### config.mk
export PLATFORM = sky130hd
export DESIGN_NAME = mips_mem_arbiter
export DESIGN_NICKNAME = d
export VERILOG_FILES = /design/src/rtl/mips_mem_arbiter.sv
export SDC_FILE = /design/constraint.sdc
export NUM_CORES = 1
export LEC_CHECK = 0
export CORE_ASPECT_RATIO = 1.5
export CORE_UTILIZATION = 42
export CTS_CLUSTER_SIZE = 28
export DETAILED_ROUTE_END_ITERATION = 7
export PLACE_DENSITY_LB_ADDON = 0.2
export REMOVE_ABC_BUFFERS = 1
export SYNTH_ARGS = -nofsm -noshare
export SYNTH_HDL_FRONTEND = slang
export SYNTH_SLANG_ARGS = --single-unit
### constraint.sdc
create_clock -name clk -period 1.85 [get_ports clk]
set_input_delay 0.4625 -clock clk [delete_from_list [all_inputs] [get_ports clk]]
set_output_delay 0.4625 -clock clk [all_outputs]
set_load 0.005 [all_outputs]
### src/rtl/mips_mem_arbiter.sv
// Arbiter sharing one single-ported, variable-latency memory between instruction fetch (I)
// and data access (D). Define MEM_ARB_FAIR_EN to bound consecutive D grants while I waits.
module mips_mem_arbiter #(
    parameter int AW           = 32,
    parameter int DW           = 32,
    parameter int TIMEOUT      = 16,
    parameter int MAX_D_STREAK = 4
) (
    input  logic          clk,
    input  logic          reset,
    input  logic          i_req,
    input  logic [AW-1:0] i_addr,
    output logic [DW-1:0] i_rdata,
    output logic          i_done,
    input  logic          d_req,
    input  logic          d_we,
    input  logic [AW-1:0] d_addr,
    input  logic [DW-1:0] d_wdata,
    output logic [DW-1:0] d_rdata,
    output logic          d_done,
    output logic          acc_err,
    output logic          mem_req,
    output logic          mem_we,
    output logic [AW-1:0] mem_addr,
    output logic [DW-1:0] mem_wdata,
    input  logic [DW-1:0] mem_rdata,
    input  logic          mem_ready,
    output logic          stall_if,
    output logic          stall_mem
);
    localparam int          CW     = $clog2(TIMEOUT);
    localparam logic [CW-1:0] T_LAST = CW'(TIMEOUT - 1);

    typedef enum logic [1:0] {
        S_IDLE  = 2'd0,
        S_D_ACC = 2'd1,
        S_I_ACC = 2'd2
    } state_t;

    state_t        state_q, state_d;
    logic          mem_req_q, mem_req_d;
    logic          mem_we_q, mem_we_d;
    logic [AW-1:0] mem_addr_q, mem_addr_d;
    logic [DW-1:0] mem_wdata_q, mem_wdata_d;
    logic [DW-1:0] i_rdata_q, i_rdata_d;
    logic [DW-1:0] d_rdata_q, d_rdata_d;
    logic          i_done_q, i_done_d;
    logic          d_done_q, d_done_d;
    logic          acc_err_q, acc_err_d;
    logic [CW-1:0] tcnt_q, tcnt_d;

    logic i_elig, d_elig, can_grant, grant_d, grant_i, i_first;

    // The done cycle is a turnaround: nothing is granted while either done pulses.
    assign i_elig    = i_req & ~i_done_q;
    assign d_elig    = d_req & ~d_done_q;
    assign can_grant = (state_q == S_IDLE) & ~i_done_q & ~d_done_q;
    assign grant_d   = can_grant & d_elig & ~i_first;
    assign grant_i   = can_grant & i_elig & ~grant_d;

`ifdef MEM_ARB_FAIR_EN
    localparam int SW = $clog2(MAX_D_STREAK + 1);
    localparam logic [SW-1:0] STREAK_MAX = SW'(MAX_D_STREAK);

    logic [SW-1:0] streak_q, streak_d;

    always_comb begin
        streak_d = streak_q;
        if (!i_req || grant_i) begin
            streak_d = '0;
        end else if (grant_d && (streak_q != STREAK_MAX)) begin
            streak_d = streak_q + 1'b1;
        end
    end

    assign i_first = i_elig & (streak_q == STREAK_MAX);

    always_ff @(posedge clk or negedge reset) begin
        if (!reset) begin
            streak_q <= '0;
        end else begin
            streak_q <= streak_d;
        end
    end
`else
    logic unused_max_d_streak;
    assign unused_max_d_streak = (MAX_D_STREAK != 0);
    assign i_first = 1'b0;
`endif

    always_comb begin
        state_d     = state_q;
        mem_req_d   = mem_req_q;
        mem_we_d    = mem_we_q;
        mem_addr_d  = mem_addr_q;
        mem_wdata_d = mem_wdata_q;
        i_rdata_d   = i_rdata_q;
        d_rdata_d   = d_rdata_q;
        i_done_d    = 1'b0;
        d_done_d    = 1'b0;
        acc_err_d   = 1'b0;
        tcnt_d      = tcnt_q;

        case (state_q)
            S_IDLE: begin
                if (grant_d) begin
                    state_d     = S_D_ACC;
                    mem_req_d   = 1'b1;
                    mem_we_d    = d_we;
                    mem_addr_d  = d_addr;
                    mem_wdata_d = d_wdata;
                    tcnt_d      = '0;
                end else if (grant_i) begin
                    state_d     = S_I_ACC;
                    mem_req_d   = 1'b1;
                    mem_we_d    = 1'b0;
                    mem_addr_d  = i_addr;
                    mem_wdata_d = '0;
                    tcnt_d      = '0;
                end
            end
            S_D_ACC, S_I_ACC: begin
                // A ready on the expiry edge still counts as a normal completion.
                if (mem_ready || (tcnt_q == T_LAST)) begin
                    state_d   = S_IDLE;
                    mem_req_d = 1'b0;
                    acc_err_d = ~mem_ready;
                    if (state_q == S_D_ACC) begin
                        d_done_d = 1'b1;
                        if (!mem_ready) begin
                            d_rdata_d = '0;
                        end else if (!mem_we_q) begin
                            d_rdata_d = mem_rdata;
                        end
                    end else begin
                        i_done_d  = 1'b1;
                        i_rdata_d = mem_ready ? mem_rdata : '0;
                    end
                end else begin
                    tcnt_d = tcnt_q + 1'b1;
                end
            end
            default: begin
                state_d   = S_IDLE;
                mem_req_d = 1'b0;
            end
        endcase
    end

    always_ff @(posedge clk or negedge reset) begin
        if (!reset) begin
            state_q     <= S_IDLE;
            mem_req_q   <= 1'b0;
            mem_we_q    <= 1'b0;
            mem_addr_q  <= '0;
            mem_wdata_q <= '0;
            i_rdata_q   <= '0;
            d_rdata_q   <= '0;
            i_done_q    <= 1'b0;
            d_done_q    <= 1'b0;
            acc_err_q   <= 1'b0;
            tcnt_q      <= '0;
        end else begin
            state_q     <= state_d;
            mem_req_q   <= mem_req_d;
            mem_we_q    <= mem_we_d;
            mem_addr_q  <= mem_addr_d;
            mem_wdata_q <= mem_wdata_d;
            i_rdata_q   <= i_rdata_d;
            d_rdata_q   <= d_rdata_d;
            i_done_q    <= i_done_d;
            d_done_q    <= d_done_d;
            acc_err_q   <= acc_err_d;
            tcnt_q      <= tcnt_d;
        end
    end

    assign mem_req   = mem_req_q;
    assign mem_we    = mem_we_q;
    assign mem_addr  = mem_addr_q;
    assign mem_wdata = mem_wdata_q;
    assign i_rdata   = i_rdata_q;
    assign d_rdata   = d_rdata_q;
    assign i_done    = i_done_q;
    assign d_done    = d_done_q;
    assign acc_err   = acc_err_q;
    assign stall_if  = i_req & ~i_done_q;
    assign stall_mem = d_req & ~d_done_q;

endmodule

After elaboration in Yosys (flattened, before gate mapping). Index checks and enable logic that the tools add are counted.

Add/sub/neg operators: 1. Equality and inequality tests: 7. Multiplexer cells: 29. Bitwise operators: 12. Reductions and logical operators: 10.

Operators with widths (number): $mux 32 (7); $mux 1 (13); $mux 4 (3); $pmux 4 s2 (1); $and 1x1->1 (7); $mux 2 (3); $ne 2x2->1 const B (3); $reduce_and 3->1 (2); $not 1->1 (5); $add 4x1->4 const B (1); $eq 4x4->1 const B (1); $pmux 2 s2 (1); $reduce_and 2->1 (2); $reduce_and 4->1 (1); $reduce_bool 2->1 (2); $ne 3x3->1 const B (1); $eq 2x1->1 const B (1); $eq 2x2->1 const B (1); $logic_not 2->1 (1); $pmux 1 s2 (1); $reduce_or 2->1 (1); $logic_or 1x1->1 (1).

Register bits after elaboration: 139. Input port bits: 134. Output and inout bits: 135. Logic and storage cells: 70.

Logic depth before layout (Yosys ltp). Gate-level depths: netlist of the first run.

Word-level depth: 9. Gate-level depth with buffers: 8. Mapped depth without buffers: 6.

Worst setup path before layout of the first run. No wires, ideal clock.

Path kind: flip-flop to flip-flop. From: register state_q[0]. To: register i_rdata_q[11] (netlist: i_rdata[11]). Setup time: 0.074 ns. Data arrival time: 1.476 ns. Required time: 1.776 ns. Path slack: 0.300 ns. Stages on the path, launching flop included: 9. Buffers on the path: 2. Period minus slack after synthesis: 1.550 ns. Path through: dfrtp_1 > inv_1 > ha_1 > inv_2 > nor3_2 > buf_4 > buf_6 > nand3_2 > o21ai_2.

Cells in the longest elaborated chain, start to end: 3. Elaborated cells between the ends (all ways): 5. Classes of those cells: 2 x eq/ne; 1 x bitwise; 2 x reduce/logical.

Ends and longest elaborated chain: start: declaration (line 40) `state_t state_q, state_d;`; start signal: assignment (line 164) `state_q <= state_d;`; $eq 2x1->1 / $eq 2x2->1 (equally long branches) (line 104, 128); $reduce_or 2->1 / $not 1->1 (equally long branches); $reduce_and 3->1 (no line) (*); end signal: assignment (line 169) `i_rdata_q <= i_rdata_d;`; end: declaration (line 45) `logic [DW-1:0] i_rdata_q, i_rdata_d;`.

Mark *: on every way between the ends. The rest lies on a longest branch, timed or not. A chain may end at the register's enable or synchronous reset.

Worst setup path in the final report of the first run.
From: register mem_addr_q[1] (netlist: mem_addr[1]). To: output port mem_addr[1].

RTL lines: start: declaration (line 43) `logic [AW-1:0] mem_addr_q, mem_addr_d;`; start signal: assignment (line 167) `mem_addr_q <= mem_addr_d;`; end: declaration (line 24) `output logic [AW-1:0] mem_addr,`.

No word-level cell between the ends.

==> flow_metrics.tcl, run 1 <==
set metrics [dict create \
    p_leak_nw 4.18 \
    post_dp_cell_area_um2 8780 \
    grt_pass1_wl_um 26400 \
    yosysWarnings 0 \
    netlist_area_um2 5830 \
    worstPathCellList "clkdlybuf4s50_1" \
    post-route-min-period_ns 1.80 \
    skew_ns 0.00768 \
    cp_num_buf_inv 1 \
    r2r.worst_path.cells 7 \
    antenna_found_initial 0 \
    critPathSlowestCell "clkdlybuf4s50_1" \
    cp-end-kind "primary output" \
    syn_area_per_cell_um2 11.8 \
    relSlewSlack_pct 54.0 \
    syn_inst 493 \
    max_stage_delay_ns 0.54 \
    track_usage_pct 23.5 \
    power.density_nw_per_um2 1670 \
    post-place-ws_ns -0.197 \
    syn_to_final_growth_pct 62.0 \
    path_delay_family "buffers and inverters" \
    p_int_mw 10.8 \
    dpl.cell_count 907 \
    max_cap_viol_count 0 \
    top_usage_layer "met2" \
    ys_seq_area_share_pct 59.7 \
    numClockSinks 139 \
    worstSetupPathType "reg2out" \
    drt_iter0_drc 284 \
    antenna_cells 0 \
    design_area_um2 9440 \
    routed_wl_um 16500 \
    via_per_inst 5.27 \
    grt_setup_unrepaired "false" \
    grt_max_degree 65 \
    drc 19 \
    hold_viol 0 \
    min_path_type "reg2reg" \
    hold_ws_ns 0.483 \
    power.switching_mw 4.97 \
    grt_use_met3_pct 8.47 \
    fillers 1040 \
    violations "design-rule violations" \
    reg2reg_slack_ns 0.10 \
    tightest_slew_ns 0.690 \
    fmaxAchievable_mhz 555 \
    status "finished with violations" \
    synth_cell_types 40 \
    clockBufferDepth 2 \
    rows 52 \
    clkTransAtPathRegs_ns 0.06 \
    crit_cells 1 \
    place_congestion 0.767 \
    dr.pass1.iters 8 \
    slew_violations 0 \
    ant_nets 0 \
    drive_above_1_share_pct 11.3 \
    start_util_pct 43.1 \
    io_pins 269 \
    core_area_um2 13500 \
    crit_start "mem_addr[1]" \
    grt_pass1_vias 5105 \
    path_max_fanout 2 \
    startpoint_type "flop" \
    r2r-end "i_rdata[18]" \
    p_total_mw 15.8 \
    cts_made_buffers 17 \
    pwr-share-seq_pct 33.1 \
    crit_end "mem_addr[1]" \
    final_util_pct 69.8 \
    fin_crit_sh_pct 97.5 \
    use_met2_pct 39.3 \
    hpwlAfterDp_um 11800 \
    routedWlPerCell_um 17.5 \
    vdd_ir_drop_max_mv 0.808 \
    die_w_um 98.2 \
    r2r_start "state_q[0]" \
    crit_required_ns 1.39 \
    worst_skew_pair.late_latency_ns 0.41 \
    post-route-worst-setup-slack_ns 0.0466 \
    final.setup.tns_ns 0 \
    p_comb_share_pct 45.0 \
    clkPwrFrac_pct 21.9 \
    vias 4977 \
    grt_remaining_overflow 0 \
    cts_tree "done" \
    setup_viol 0 \
    dieArea_um2 14400 \
    cts_root_buffer "clkbuf_16" \
    grt_use_met1_pct 27.5 \
    htreeDepth 4 \
    final_cells 944 \
    ys_seq_elements 139 \
    fp.dieH_um 146 \
    p_sw_share_pct 31.5 \
    nets 906 \
    arrival_ns 1.34 \
    io_buffers 268 \
]
==> how the worst min path moves through the flow <==
stage / endpoint / startpoint / cells past startpoint / slack (ns)
2_1_floorplan: acc_err / reset / 0 / 0.17
3_3_place_gp: d_rdata[3] / reset / 1 / 0.41
3_5_place_dp: d_rdata[8] / reset / 1 / 0.42
4_1_cts: mem_addr[10] / mem_addr[10] / 2 / 0.49
5_1_grt: d_rdata[22] / d_rdata[22] / 1 / 0.50
6_report: mem_addr[10] / mem_addr[10] / 2 / 0.48
==> cells in the mapped netlist (all sizes together) <==
library cell,count,share of area (%)
o32ai,1,0.15
and3,1,0.11
nor2,6,0.43
a21oi,2,0.17
dfrtp,139,60
a221oi,1,0.26
nand4,1,0.11
mux2i,35,6.0
nand2,33,2.1
and2,1,0.11
inv,35,2.3
nand2b,3,0.32
a32o,32,5.5
nand3b,2,0.26
nor3b,1,0.13
clkbuf,4,0.26
o221ai,1,0.15
o31a,2,0.30
a21boi,1,0.13
buf,37,3.8
nor2b,5,0.54
nand3,36,4.0
and3b,1,0.15
ha,3,0.64
o211ai,1,0.13
o21a,1,0.13
o21ai,71,6.7
a22oi,1,0.13
a22o,33,5.0
nor3,1,0.17
or3,1,0.11
a31oi,1,0.11
==> power groups by stage <==
stage | Clock [mW] | Combinational [mW] | Sequential (mW)
after floorplan | 0 | 2.59 | 5.28
after global placement | 0 | 6.83 | 5.21
after detailed placement | 0 | 7.01 | 5.26
after CTS | 3.53 | 7.15 | 5.23
after global routing | 3.65 | 7.68 | 5.40
final | 3.46 | 7.10 | 5.22
==> sequential cells by signal, summed over array words and instances, names as in the netlist, 2 cells and up <==
signal,flops
d_rdata,32
i_rdata,32
mem_addr,32
mem_wdata,32
tcnt_q,4
state_q,2
==> kinds of logic after synthesis <==
| family | count (synthesis) | share of synthesized area, % |
|---|---|---|
| AO/OA/AOI/OAI | 148 | 18.8 |
| adder cells (fa/ha/maj) | 3 | 0.644 |
| buffers and inverters | 76 | 6.31 |
| flip-flops | 139 | 59.7 |
| multiplexers | 35 | 6.01 |
| AND/OR/NAND/NOR | 92 | 8.50 |
==> area by class of cell <==
| type | instances | area, um2 | share of cell area, % |
|---|---|---|---|
| Sequential cell | 139 | 3480 | 36.8 |
| Timing Repair Buffer | 298 | 3020 | 32.0 |
| Multi-Input combinational cell | 278 | 2000 | 21.2 |
| Clock buffer | 21 | 460 | 4.88 |
| Tap cell | 162 | 203 | 2.15 |
| Clock inverter | 11 | 144 | 1.52 |
| Inverter | 35 | 131 | 1.39 |
==> layout by cell type (no fill, tap or decap), types with 2 or more instances in the layout <==
cell type	count
clkdlybuf4s50_1	264
dfrtp_1	139
o21ai_1	48
mux2i_1	35
inv_1	34
a22o_1	33
nand2_1	33
a32o_1	32
nand3_1	25
buf_4	20
clkbuf_16	17
o21ai_0	13
nand3_2	11
o21ai_2	10
buf_12	8
nor2b_1	5
nor2_1	5
clkinv_2	4
nand2b_1	3
bufinv_16	3
clkinv_4	3
nand3b_1	2
o31a_1	2
a21oi_1	2
ha_1	2
clkbuf_8	2
clkbuf_1	2
dlygate4sd2_1	2
==> routing by layer <==
metal,share of wire (%),vias up
li1,-,2329
met1,38,2370
met2,49,254
met3,9.8,24
met4,2.3,0
met5,0,-
==> timing repair <==
action                                 in CTS  in global routing
buffers inserted                            1                  2
endpoints found under the hold margin      35                  0
gates resized for setup                     2                  2
pin swaps                                   1                  1
hold buffers                                1                  0
gates cloned                                1                  0
setup endpoints to repair                   4                 30
Power figures use the tool's default switching activity.
==> inputs of run 2 (changes only) <==
--- a/config.mk
+++ b/config.mk
@@ -6,7 +6,7 @@
 export NUM_CORES = 1
 export LEC_CHECK = 0
 export CORE_ASPECT_RATIO = 1.5
-export CORE_UTILIZATION = 42
+export CORE_UTILIZATION = 30
 export CTS_CLUSTER_SIZE = 28
 export DETAILED_ROUTE_END_ITERATION = 7
 export PLACE_DENSITY_LB_ADDON = 0.2
==> constraint.sdc (replaced) <==
create_clock -name clk -period 1.7 [get_ports clk]
set_input_delay 0.425 -clock clk [delete_from_list [all_inputs] [get_ports clk]]
set_output_delay 0.425 -clock clk [all_outputs]
set_load 0.005 [all_outputs]
==> run 2 against run 1 <==
Net effect: the run now ends clean; largest power group unchanged; worst setup slack got worse by 0.0018 ns; power up 6.0%; highest routed layer unchanged; critical endpoint is now d_rdata[3]; utilization fell by 18 points; non-clock buffer count is 26 higher.
==> flow_metrics.tcl, run 2 (synthesis gave the netlist of run 1 again) <==
set metrics [dict create \
    status "completed" \
    final_util_pct 51.4 \
    cts_made_buffers 17 \
    path_max_fanout 2 \
    numClockSinks 139 \
    p_leak_nw 4.97 \
    core_area_um2 19100 \
    worstPathCellList "clkdlybuf4s50_1" \
    post-route-min-period_ns 1.66 \
    startpoint_type "flop" \
    cp_num_buf_inv 1 \
    whs_endpoint "acc_err" \
    htreeDepth 4 \
    die_w_um 116 \
    max_stage_delay_ns 0.50 \
    relSlewSlack_pct 51.9 \
    clkTransAtPathRegs_ns 0.06 \
    track_usage_pct 17.3 \
    cts_tree "done" \
    drt_iter0_drc 298 \
    place_congestion 0.770 \
    reg2reg_slack_ns 0.07 \
    final.setup.tns_ns 0 \
    mostFrequentLayoutCells "dfrtp_1 (136), clkdlybuf4s50_1 (132), dlygate4sd2_1 (104)" \
    final_common_cell "dfrtp_1" \
    routedWlPerCell_um 16.2 \
    ant_nets 0 \
    skew_ns 0.0122 \
    r2r-end "i_rdata[27]" \
    arrival_ns 1.23 \
    clockBufferDepth 2 \
    worstSetupPathType "reg2out" \
    grt_pass1_wl_um 26900 \
    nets 932 \
    cts_root_buffer "clkbuf_16" \
    grt_max_degree 64 \
    min_path_type "in2reg" \
    grt_setup_unrepaired "true" \
    path_delay_family "buffers and inverters" \
    io_buffers 268 \
    setup_viol 0 \
    drc 0 \
    critPathSlowestCell "clkdlybuf4s50_1" \
    start_util_pct 30.5 \
    grt_remaining_overflow 0 \
    holdCritStartpoint "mem_ready" \
    syn_to_final_growth_pct 68.4 \
    r2r_start "state_q[0]" \
    hold_viol 0 \
    antenna_cells 0 \
    grt_pass1_vias 5230 \
    dieArea_um2 20000 \
    cp-end-kind "primary output" \
    slew_violations 0 \
    io_pins 269 \
    fp.dieH_um 173 \
    worstHoldPathCells 3 \
    fmaxAchievable_mhz 604 \
    dr.pass1.iters 4 \
    max_cap_viol_count 0 \
    tightest_slew_ns 0.721 \
    fin_crit_sh_pct 97.4 \
    via_per_inst 4.74 \
    vdd_ir_drop_max_mv 0.710 \
    fillers 1792 \
    hpwlAfterDp_um 11900 \
    r2r.worst_path.cells 8 \
    rows 62 \
    power.density_nw_per_um2 1710 \
    routed_wl_um 17200 \
    crit_required_ns 1.27 \
    vias 5042 \
    worst_skew_pair.late_latency_ns 0.41 \
    drive_above_1_share_pct 15.9 \
    antenna_found_initial 0 \
]
[run 2: cell count changes in the layout (fill, tap and decap cells not counted), moves of 3 or more]
cell             change
nand3_2              +6
dlymetal6s2s_1      +28
buf_12               +3
dfrtp_1              -3
buf_4               +19
clkdlybuf4s50_1    -132
dlygate4sd2_1      +102
nand3_1              -6
dfrtp_2              +3
[run 2: metal layers]
layer | track usage (%) | share of wire (%) | vias up | wire length [um]
li1 | - | - | 2380 | -
met3 | 4.84 | 7.8 | 10 | 1340
met5 | 0 | 0 | - | 0
met2 | 30.1 | 51 | 233 | 8720
met4 | 5.24 | 1.1 | 0 | 197
met1 | 20.4 | 41 | 2419 | 6990
[run 2: how the worst max path moves through the flow]
stage	to	start	depth (start not counted)
finish	d_rdata[3]	d_rdata[3]	1
global route	i_rdata[25]	state_q[0]	8
CTS	mem_addr[26]	mem_addr[26]	1
detailed placement	stall_if	i_req	3
global placement	stall_if	i_req	3
floorplan	i_rdata[2]	state_q[0]	5
[run 2: what timing repair did]
action | 4_1_cts | 5_1_grt
endpoints found under the setup margin | 111 | 64
hold endpoints to repair | 31 | 0
hold buffers | 1 | 0
resized for setup | 115 | 44
pin swaps | 1 | 3
buffers inserted | 12 | 3
cloned | 1 | 2
[run 2: area by class of cell]
| cell class | count | area, um2 | area share, % |
|---|---|---|---|
| clock buffers | 20 | 447 | 4.55 |
| clock inverters | 11 | 123 | 1.25 |
| well taps | 256 | 320 | 3.26 |
| repair buffers | 324 | 3240 | 33.0 |
| multi-input cells | 278 | 2070 | 21.1 |
| inverters | 35 | 134 | 1.36 |
| flip-flops and latches | 139 | 3480 | 35.5 |
[run 2: power breakdown]
| group | switching, mW | internal, mW |
|---|---|---|
| Clock | 1.40 | 2.19 |
| Combinational | 3.33 | 4.17 |
| Sequential | 0.813 | 4.82 |
| Total | 5.55 | 11.2 |
[run 2: metrics by stage]
step	instances	cell area, um2	power [mW]	hold slack (ns)	worst slack (ns)
after floorplan	452	5590	8.52	0.129	-1.95
after global routing	1063	9810	17.9	0.446	-0.0293
after global placement	1013	9030	13.4	0.373	-0.401
after detailed placement	1013	9030	13.6	0.373	-0.374
after CTS	1058	9600	16.8	0.412	0.000228
final	1063	9810	16.7	0.427	0.0448
==> inputs of run 3 (changes only) <==
--- a/config.mk
+++ b/config.mk
@@ -11,6 +11,7 @@
 export DETAILED_ROUTE_END_ITERATION = 7
 export PLACE_DENSITY_LB_ADDON = 0.2
 export REMOVE_ABC_BUFFERS = 1
+export SETUP_SLACK_MARGIN = 0.02
 export SYNTH_ARGS = -nofsm -noshare
 export SYNTH_HDL_FRONTEND = slang
 export SYNTH_SLANG_ARGS = --single-unit
==> run 3 against run 2 <==
Net effect: first-iteration DRC count is 13% lower; utilization fell by 0.059 points; power is 0.33% higher; register-to-register slack about the same; worst setup slack gained 0.025 ns; hold slack worse by 0.0045 ns; clock power about the same; die area stayed put; clock-buffer cell count unchanged; clock skew fell by 0.00068 ns; largest cell class unchanged; largest power group unchanged.
==> flow_metrics.tcl, run 3 (synthesis gave the netlist of run 1 again) <==
set metrics [dict create \
    cts_made_buffers 17 \
    grt_pass1_vias 5233 \
    routedWlPerCell_um 16.3 \
    drc 0 \
    crit_start "i_req" \
    syn_to_final_growth_pct 68.2 \
    grt_pass1_wl_um 26900 \
    worst_skew_pair.late_latency_ns 0.41 \
    tightest_slew_ns 0.757 \
    place_congestion 0.770 \
    min_path_type "in2reg" \
    fmaxAchievable_mhz 613 \
    power.density_nw_per_um2 1710 \
    nets 934 \
    status "completed" \
    grt_setup_unrepaired "true" \
    antenna_cells 0 \
    crit_required_ns 1.27 \
    cts_tree "done" \
    arrival_ns 1.21 \
    cts_root_buffer "clkbuf_16" \
    startpoint_type "primary input" \
    fin_crit_sh_pct 95.9 \
    mostFrequentLayoutCells "dfrtp_1 (136), dlygate4sd2_1 (134), clkdlybuf4s50_1 (130)" \
    vias 5051 \
    vdd_ir_drop_max_mv 0.786 \
    p_leak_nw 4.72 \
    antenna_found_initial 0 \
    relSlewSlack_pct 49.5 \
    r2r_start "state_q[0]" \
    slew_violations 0 \
    rows 62 \
    numClockSinks 139 \
    core_area_um2 19100 \
    design_area_um2 9800 \
    grt_max_degree 64 \
    io_pins 269 \
    worstPathCellList "clkdlybuf4s50_1 > nor2b_1 > buf_2" \
    via_per_inst 4.74 \
    final_util_pct 51.4 \
    fillers 1803 \
    clkTransAtPathRegs_ns 0.06 \
    worstSetupPathType "in2out" \
    setup_viol 0 \
    post_dp_cell_area_um2 9030 \
    path_delay_family "buffers and inverters" \
    max_cap_viol_count 0 \
    cp_num_buf_inv 2 \
    start_util_pct 30.5 \
    cp-end-kind "primary output" \
    post-route-min-period_ns 1.63 \
    clockBufferDepth 2 \
    die_w_um 116 \
    holdCritStartpoint "mem_ready" \
    track_usage_pct 17.3 \
    skew_ns 0.0115 \
    drive_above_1_share_pct 17.7 \
    routed_wl_um 17400 \
    grt_remaining_overflow 0 \
    io_buffers 268 \
    ant_nets 0 \
    hpwlAfterDp_um 11900 \
    fp.dieH_um 173 \
    final_common_cell "dfrtp_1" \
    critPathSlowestCell "clkdlybuf4s50_1" \
    dr.pass1.iters 6 \
    max_stage_delay_ns 0.51 \
    htreeDepth 4 \
    hold_viol 0 \
    path_max_fanout 2 \
    drt_iter0_drc 258 \
    dieArea_um2 20000 \
]
==> run 3: through the flow <==
stage | instances | TNS (ns) | total power [mW] | hold slack [ns] | setup slack (ns)
final | 1065 | 0 | 16.8 | 0.423 | 0.0695
after global routing | 1065 | -0.0945 | 17.9 | 0.446 | -0.0209
after CTS | 1059 | 0 | 16.6 | 0.412 | 0.0419
after detailed placement | 1013 | -16.96 | 13.6 | 0.373 | -0.374
after global placement | 1013 | -15.63 | 13.4 | 0.373 | -0.401
after floorplan | 452 | -179.14 | 8.52 | 0.129 | -1.95
==> run 3: repair_timing <==
item / 4_1_cts / 5_1_grt
pin swaps: 1 / 3
hold buffers: 1 / 0
gates cloned: 1 / 3
endpoints found under the hold margin: 31 / 0
setup buffers: 13 / 3
endpoints found under the setup margin: 143 / 41
resized for setup: 145 / 33
==> run 3: power breakdown <==
part | internal, mW | switching (mW)
Clock | 2.19 | 1.41
Combinational | 4.14 | 3.42
Sequential | 4.82 | 0.813
Total | 11.1 | 5.64
==> run 3: path summary, 6_finish.rpt <==
path                                      to  slack, ns  depth (start not counted)
worst max-delay path                stall_if       0.07                          3
worst min-delay path                 acc_err       0.42                          3
worst max register to register   i_rdata[24]       0.08                          8
worst min register to register  mem_addr[23]       0.48                          2
max in group asynchronous        mem_addr[8]       0.67                          3
min in group asynchronous         i_rdata[4]       0.51                          2
==> run 3: cell type report <==
type                            instances  area [um2]  area share [%]
Clock inverter                         11         123            1.25
Inverter                               35         134            1.37
Multi-Input combinational cell        278        2140            21.9
Sequential cell                       139        3480            35.5
Tap cell                              256         320            3.27
Clock buffer                           20         447            4.56
Timing Repair Buffer                  326        3150            32.2
==> run 3: per-layer routing <==
layer	vias to the layer above	track usage (%)	part of all wire [%]
li1	2383	-	-
met1	2436	20.4	40
met3	10	4.84	7.7
met5	-	0	0
met2	222	30.1	51
met4	0	5.24	1.1
==> run 3: worst register-to-register path: cells and delay by family, from the launching register on <==
family                     cells  cell delay [ns]
and+or+nand+nor                2             0.30
DFF                            1             0.37
buffers and inverters          4             0.46
adders and majority gates      1             0.29
AOI/OAI and AO/OA              1             0.11
